--- src/rtl/sram_arbiter.sv ---
// Two-into-one arbiter sharing one sram-like port between instruction fetch and data access.
// Responses return in order; a small owner FIFO routes each one to the requester that issued it.
module sram_arbiter #(
    parameter int DEPTH      = 2,
    parameter int STARVE_MAX = 4
) (
    input  logic                                            clk,
    input  logic                                            reset,
    input  logic                                            inst_req,
    input  logic                                            inst_wr,
    input  logic [1:0]                                      inst_size,
    input  logic [31:0]                                     inst_addr,
    input  logic [3:0]                                      inst_wstrb,
    input  logic [31:0]                                     inst_wdata,
    output logic                                            inst_addr_ok,
    output logic                                            inst_data_ok,
    output logic [31:0]                                     inst_rdata,
    input  logic                                            data_req,
    input  logic                                            data_wr,
    input  logic [1:0]                                      data_size,
    input  logic [31:0]                                     data_addr,
    input  logic [3:0]                                      data_wstrb,
    input  logic [31:0]                                     data_wdata,
    output logic                                            data_addr_ok,
    output logic                                            data_data_ok,
    output logic [31:0]                                     data_rdata,
    output logic                                            mem_req,
    output logic                                            mem_wr,
    output logic [1:0]                                      mem_size,
    output logic [31:0]                                     mem_addr,
    output logic [3:0]                                      mem_wstrb,
    output logic [31:0]                                     mem_wdata,
    input  logic                                            mem_addr_ok,
    input  logic                                            mem_data_ok,
    input  logic [31:0]                                     mem_rdata,
    output logic [$clog2(DEPTH+1)-1:0]                      dbg_count,
    output logic [((STARVE_MAX > 0) ? $clog2(STARVE_MAX+1) : 1)-1:0] dbg_starve,
    output logic                                            dbg_lock
);

    localparam int CNT_W = $clog2(DEPTH + 1);
    localparam int PTR_W = (DEPTH > 1) ? $clog2(DEPTH) : 1;
    localparam int STV_W = (STARVE_MAX > 0) ? $clog2(STARVE_MAX + 1) : 1;

    typedef enum logic {
        ARB_OPEN,
        ARB_LOCKED
    } arb_state_t;

    arb_state_t       state_q, state_d;
    logic             lock_owner_q, lock_owner_d;
    logic [DEPTH-1:0] owner_q;
    logic [PTR_W-1:0] wr_ptr_q, rd_ptr_q;
    logic [CNT_W-1:0] count_q;
    logic [STV_W-1:0] starve_q;

    logic full, grant_data, sel_req, handshake, pop, head_owner;

    function automatic logic [PTR_W-1:0] ptr_inc(input logic [PTR_W-1:0] p);
        return (p == PTR_W'(DEPTH - 1)) ? '0 : p + 1'b1;
    endfunction

    // grant_data: 1 = data requester owns the port this cycle, 0 = inst.
    always_comb begin
        grant_data = 1'b0;
        if (state_q == ARB_LOCKED)
            grant_data = lock_owner_q;
        else if (starve_q == STV_W'(STARVE_MAX) && inst_req)
            grant_data = 1'b0;
        else if (data_req)
            grant_data = 1'b1;
    end

    assign full       = (count_q == CNT_W'(DEPTH));
    assign sel_req    = grant_data ? data_req : inst_req;
    assign mem_req    = !reset && !full && sel_req;
    assign handshake  = mem_req && mem_addr_ok;
    assign pop        = !reset && mem_data_ok && (count_q != '0);
    assign head_owner = owner_q[rd_ptr_q];

    assign mem_wr    = grant_data ? data_wr    : inst_wr;
    assign mem_size  = grant_data ? data_size  : inst_size;
    assign mem_addr  = grant_data ? data_addr  : inst_addr;
    assign mem_wstrb = grant_data ? data_wstrb : inst_wstrb;
    assign mem_wdata = grant_data ? data_wdata : inst_wdata;

    assign inst_addr_ok = handshake && !grant_data;
    assign data_addr_ok = handshake && grant_data;
    assign inst_data_ok = pop && !head_owner;
    assign data_data_ok = pop && head_owner;
    assign inst_rdata   = mem_rdata;
    assign data_rdata   = mem_rdata;

    assign dbg_count  = count_q;
    assign dbg_starve = starve_q;
    assign dbg_lock   = (state_q == ARB_LOCKED);

    // A rejected request pins the grant so the presented address cannot switch.
    always_comb begin
        state_d      = state_q;
        lock_owner_d = lock_owner_q;
        if (handshake) begin
            state_d = ARB_OPEN;
        end else if (mem_req) begin
            state_d      = ARB_LOCKED;
            lock_owner_d = grant_data;
        end
    end

    always_ff @(posedge clk) begin
        if (reset) begin
            state_q      <= ARB_OPEN;
            lock_owner_q <= 1'b0;
            wr_ptr_q     <= '0;
            rd_ptr_q     <= '0;
            count_q      <= '0;
            starve_q     <= '0;
        end else begin
            state_q      <= state_d;
            lock_owner_q <= lock_owner_d;
            if (handshake) wr_ptr_q <= ptr_inc(wr_ptr_q);
            if (pop)       rd_ptr_q <= ptr_inc(rd_ptr_q);
            case ({handshake, pop})
                2'b10:   count_q <= count_q + 1'b1;
                2'b01:   count_q <= count_q - 1'b1;
                default: count_q <= count_q;
            endcase
            if (!inst_req)
                starve_q <= '0;
            else if (handshake && grant_data) begin
                if (starve_q != STV_W'(STARVE_MAX)) starve_q <= starve_q + 1'b1;
            end else if (handshake)
                starve_q <= '0;
        end
    end

    // Owner bits are pure storage; validity is tracked by count and pointers.
    always_ff @(posedge clk) begin
        if (handshake) owner_q[wr_ptr_q] <= grant_data;
    end

endmodule
--- config.mk ---
export PLATFORM = sky130hd
export DESIGN_NAME = sram_arbiter
export DESIGN_NICKNAME = d
export VERILOG_FILES = /design/src/rtl/sram_arbiter.sv
export SDC_FILE = /design/constraint.sdc
export NUM_CORES = 1
export LEC_CHECK = 0
export CORE_AREA = 2 2 128 130
export CTS_BUF_LIST = sky130_fd_sc_hd__clkbuf_2 sky130_fd_sc_hd__clkbuf_4 sky130_fd_sc_hd__clkbuf_8
export DETAILED_ROUTE_END_ITERATION = 8
export DIE_AREA = 0 0 130 132
export SLEW_MARGIN = 30
export SYNTH_ARGS = -nofsm -noshare
export SYNTH_HDL_FRONTEND = slang
export SYNTH_SLANG_ARGS = --single-unit
--- constraint.sdc ---
create_clock -name clk -period 2.07 [get_ports clk]
set_input_delay 0.3105 -clock clk [delete_from_list [all_inputs] [get_ports clk]]
set_output_delay 0.3105 -clock clk [all_outputs]
set_load 0.05 [all_outputs]
# == Word-level counts from Yosys, hierarchy flattened ==
# Cells that the tools add are included.
# totals
out_inout_bits,146
regBits,11
# op_classes
muxes,20
n_reduce_logical,22
addsub,5
eq_ne,6
magnitude_cmp,3
bitwise,2
# op_table
operator,count
two-way mux 32 bit,2
logical AND 1 bit,11
two-way mux 1 bit,10
two-way mux 3 bit,3
nonzero test 2 bit,3
"equality test 2 bit, second input constant",2
logical NOT 1 bit,4
"less-than comparator 1 x 2 -> 1 bit, second input constant",2
two-way mux 4 bit,1
case mux 2 bit (2 select lines),1
AND reduction 2 bit,2
OR reduction 2 bit,2
"adder 3 x 1 -> 3 bit, second input constant",1
"equality test 3 bit, second input constant",1
"inequality test 3 bit, second input constant",1
"adder 1 bit, second input constant",2
"adder 2 x 1 -> 2 bit, second input constant",1
bitwise mux 2 bit,1
"equality test 2 x 1 -> 1 bit, second input constant",1
two-way mux 2 bit,1
"inequality test 2 x 1 -> 1 bit, second input constant",1
inverter 1 bit,2
"subtractor 2 x 1 -> 2 bit, second input constant",1
demux 1 bit (select 1 bit),1
"greater-or-equal comparator 1 bit, second input constant",1

# == Depth between registers and ports, before layout ==
# logic_depth
depth_word,10
depth_mapped,9

# == Least setup slack after synthesis ==
# No wires, ideal clock.
# synth_path
path_type,register to output
startpoint,register count_q[0] (netlist: dbg_count[0])
endpoint,output inst_data_ok
stages_incl_launch_ff,3
path_buffers,0
arrival_ns,2.530
slack_ns,-0.770
required_ns,1.760
path_cell_list,dfxtp_1 > o21ai_0 > nor4_1
# synth_via
elab_chain_cells,3
# synth_rtl
item,line,text
from (decl),54,logic [CNT_W-1:0] count_q;
from (signal assigned),124,2'b10: count_q <= count_q + 1'b1;
from (signal assigned),125,2'b01: count_q <= count_q - 1'b1;
from (signal assigned),126,default: count_q <= count_q;
nonzero test 2 bit,78,assign pop = !reset && mem_data_ok && (count_q != '0);
logical AND 1 bit,78,
logical AND 1 bit,89,assign inst_data_ok = pop && !head_owner;
to (decl),16,"output logic inst_data_ok,"
# Every way passes these cells.

# == Worst setup path in the final report ==
# layout_path
startpoint,register starve_q[0] (netlist: dbg_starve[0])
endpoint,output mem_wdata[25]
# layout_via
elab_chain_cells,5
# layout_rtl
item,line,text
from (decl),55,logic [STV_W-1:0] starve_q;
from (signal assigned),131,if (starve_q != STV_W'(STARVE_MAX)) starve_q <= starve_q + 1'b1;
equality test 3 bit,68,else if (starve_q == STV_W'(STARVE_MAX) && inst_req)
logical AND 1 bit,68,
two-way mux 1 bit,68,
two-way mux 1 bit,66,if (state_q == ARB_LOCKED)
two-way mux 32 bit,85,assign mem_wdata = grant_data ? data_wdata : inst_wdata;
to (decl),32,"output logic [31:0] mem_wdata,"
# Every way passes these cells.

==> results.cfg <==
[yosys]
synth_top_cells_by_area = mux2_4, buf_4, dfxtp_1, mux2_2, buf_12
asyncSetResetFlopFracSynth_pct = 0
post_synth_edffs = 2
ys_seq_area_share_pct = 10.6
post-synth-top-area-fraction_pct = 38.5
synthCells = 213
yosysTopAreaCell = mux2_4
post_synth_design_cell_area_sq_um = 2260
most_common_cell_in_the_netlist = buf_4
synth_area_per_cell_sq_um = 10.6
synthesis.nets = 396
synth.top_cells.by_count = buf_4, mux2_4, mux2_2
yosys_warnings = 0
synthesized_flop_and_latch_total = 11
synth-main-ff-cell = dfxtp_1
synth.distinct_cells = 34

[finish]
drive_gt1_share_pct = 50.7
final_cell_count_no_fill = 626
filler_cell_count = 1541
antenna_cells = 0
nNetsFinal = 594
stdcell_area_sq_um = 5500
finalCoreUtilization_pct = 35.0
area_growth_syn_to_layout_pct = 143

[clock_tree]
cts.sinks = 11
cts.reportedPaths.clkPinSlew_ns = 0.05
tritoncts.num_buffers = 3
ctsHtreeMaxLevel = 1
cts_hold_buf = 0
clk_latency_ns = 0.24
clock_tree.root_cell = clkbuf_8
max-clock-path-buffers = 2
tritoncts = yes

[timing]
timing.final.hold_violations = 0
fin_tns_setup_ns = -8.73
clock.fmax_mhz = 452
layout_setup_ws_ns = -0.142
timing.clock.skew_ns = 0.00296
post-route-min-period_ns = 2.21
worst_slew_margin_rel_pct = 66.6
finalCritPeriodShare_pct = 107
slew_viol_final = 0
worst-slew-pin-transition_ns = 0.500
report.final.setup_viol = 73
grt_setup_unrepaired = yes

[critical_path]
critical_path_peak_fanout = 6
rr_endpoint = dbg_count[1]$_SDFFE_PP0P_
worstSetupStartpointType = flop
worstPathArrival_ns = 1.90
worst_r2r_path_depth = 6
worstSetupEndpointType = output port
worstSetupEndpoint = mem_wdata[25]
cp.required_ns = 1.76
criticalPathCategory = reg -> out
worst-r2r-setup-slack_ns = 0.25
r2r-start = dbg_lock$_SDFFE_PP0N_
critPathLaunch = dbg_starve[0]$_SDFFE_PP0P_

[pwr]
power_leakage_nw = 2.41
vdd.ir_drop.worst_mv = 0.383
power_density_nw_per_um2 = 471

[global_route]
wire_length_of_the_first_global_routing_pass_mm = 15.3
grt_start_max_net_pins = 10
antenna_found_initial = 0
grt_pass1_vias = 2509
grt_usage_pct = 11.5
overflow = 0

[floorplanning]
total_i_o_pin_count = 326
floorplan.die.height_microns = 132
die_w_microns = 130
coreArea_sq_um = 15700
design.die.area_sq_um = 17200
initial_utilization_pct = 14.4
rows = 46

[outcome]
failed_checks = setup timing
outcome = finished, violations left

[worst_hold_path]
hold_class = reg -> reg

[placement]
dp_hpwl_mm = 8.62
gp_routability_congestion = 0.845
buffer_ports.inserted = 229
placed_cells_incl_taps = 609
post_dp_cell_area_sq_um = 5050
post-place-ws_ns = -0.273

[drt]
routed_wirelength_mm = 10.5
vias_per_cell = 3.63
route.vias.total = 2270
first_iter_violations = 48
drt_first_pass_iters = 4
drc_errors = 0
postRouteAntennaNets = 0
avgRoutedWirePerCell_microns = 16.8

[run]
timing.max_cap.violations = 0
==> critical path, cell delays in order (launching register included) <==
cell,delay [ns]
dfxtp_2,0.32
inv_2,0.06
ha_4,0.14
nand2_4,0.05
o21ai_4,0.14
buf_6,0.12
and2_4,0.21
buf_8,0.15
mux2_4,0.32
buf_12,0.15
==> per-layer routing <==
| metal | vias to the layer above | share of wire (%) | track usage, % |
|---|---|---|---|
| met1 | 1033 | 38 | 13.3 |
| met2 | 165 | 49 | 19.5 |
| met4 | 0 | 0.10 | 1.14 |
| met5 | - | 0 | 0 |
| li1 | 1070 | - | - |
| met3 | 2 | 13 | 6.01 |
==> timing repair <==
item,CTS,global route
gates resized for setup,64,8
buffers inserted,10,2
cloned,4,0
setup endpoints to repair,73,73
pin swaps,4,3
==> cells in the final DEF, fill, tap and decap left out, drive strengths merged, types with 2 or more instances in the layout <==
cell type | netlist | layout
clkdlybuf4s50 | 0 | 151
buf | 73 | 112
mux2 | 73 | 73
inv | 9 | 9
dfxtp | 9 | 9
nor2 | 7 | 7
nor2b | 4 | 4
a21oi | 3 | 3
clkbuf | 0 | 3
nand2 | 3 | 3
and2 | 2 | 3
o21ai | 3 | 3
ha | 3 | 3
nand2b | 2 | 2
nand3 | 2 | 2
xor2 | 2 | 2
nand4 | 2 | 2
dlygate4sd2 | 0 | 2
edfxtp | 2 | 2
nor4 | 2 | 2
==> where the power goes <==
group	total, mW	leakage (nW)	internal [mW]	switching [mW]
Sequential	0.249	0.0940	0.234	0.0153
Combinational	2.12	2.29	1.17	0.950
Clock	0.222	0.0255	0.133	0.0887
Total	2.59	2.41	1.54	1.05
==> worst min path at each step <==
stage	to	from	slack [ns]	cells past startpoint
5_1_grt	rd_ptr_q$_SDFFE_PP0P_	rd_ptr_q$_SDFFE_PP0P_	0.56	2
3_3_place_gp	dbg_count[1]$_SDFFE_PP0P_	dbg_count[1]$_SDFFE_PP0P_	0.51	2
3_5_place_dp	dbg_count[1]$_SDFFE_PP0P_	dbg_count[1]$_SDFFE_PP0P_	0.52	2
6_report	dbg_count[1]$_SDFFE_PP0P_	dbg_count[1]$_SDFFE_PP0P_	0.53	2
2_1_floorplan	lock_owner_q$_SDFFE_PP0P_	mem_addr_ok	0.48	2
4_1_cts	dbg_count[1]$_SDFFE_PP0P_	dbg_count[1]$_SDFFE_PP0P_	0.53	2
==> flip-flops by register name, indices dropped and copies added (netlist names) <==
signal and count:
dbg_count 2, lock_owner_q 1, rd_ptr_q 1, wr_ptr_q 1
dbg_starve 3, dbg_lock 1, owner_q 2
==> through the flow <==
| stage | power [mW] | hold slack [ns] |
|---|---|---|
| 6_report | 2.59 | 0.526 |
| 5_1_grt | 2.69 | 0.562 |
| 4_1_cts | 2.62 | 0.526 |
| 3_5_place_dp | 2.22 | 0.516 |
| 3_3_place_gp | 2.20 | 0.506 |
| 2_1_floorplan | 1.59 | 0.478 |
==> kinds of logic after synthesis <==
| kind of cell | share of synthesized area (%) |
|---|---|
| AND/OR/NAND/NOR | 6.41 |
| adder cells (fa/ha/maj) | 1.66 |
| buffers and inverters | 29.5 |
| flip-flops | 10.6 |
| XOR/XNOR | 1.16 |
| AO/OA/AOI/OAI | 4.75 |
| multiplexers | 45.9 |
==> cell type report <==
| cell class | count | area, sq um | share of cell area [%] |
|---|---|---|---|
| Timing Repair Buffer | 265 | 3420 | 62.1 |
| Multi-Input combinational cell | 121 | 1490 | 27.0 |
| Tap cell | 216 | 270 | 4.91 |
| Sequential cell | 11 | 246 | 4.48 |
| Clock buffer | 3 | 41.3 | 0.751 |
| Inverter | 9 | 33.8 | 0.614 |
| Clock inverter | 1 | 5.00 | 0.0910 |
Note: power is estimated with default switching activity, not from simulation.
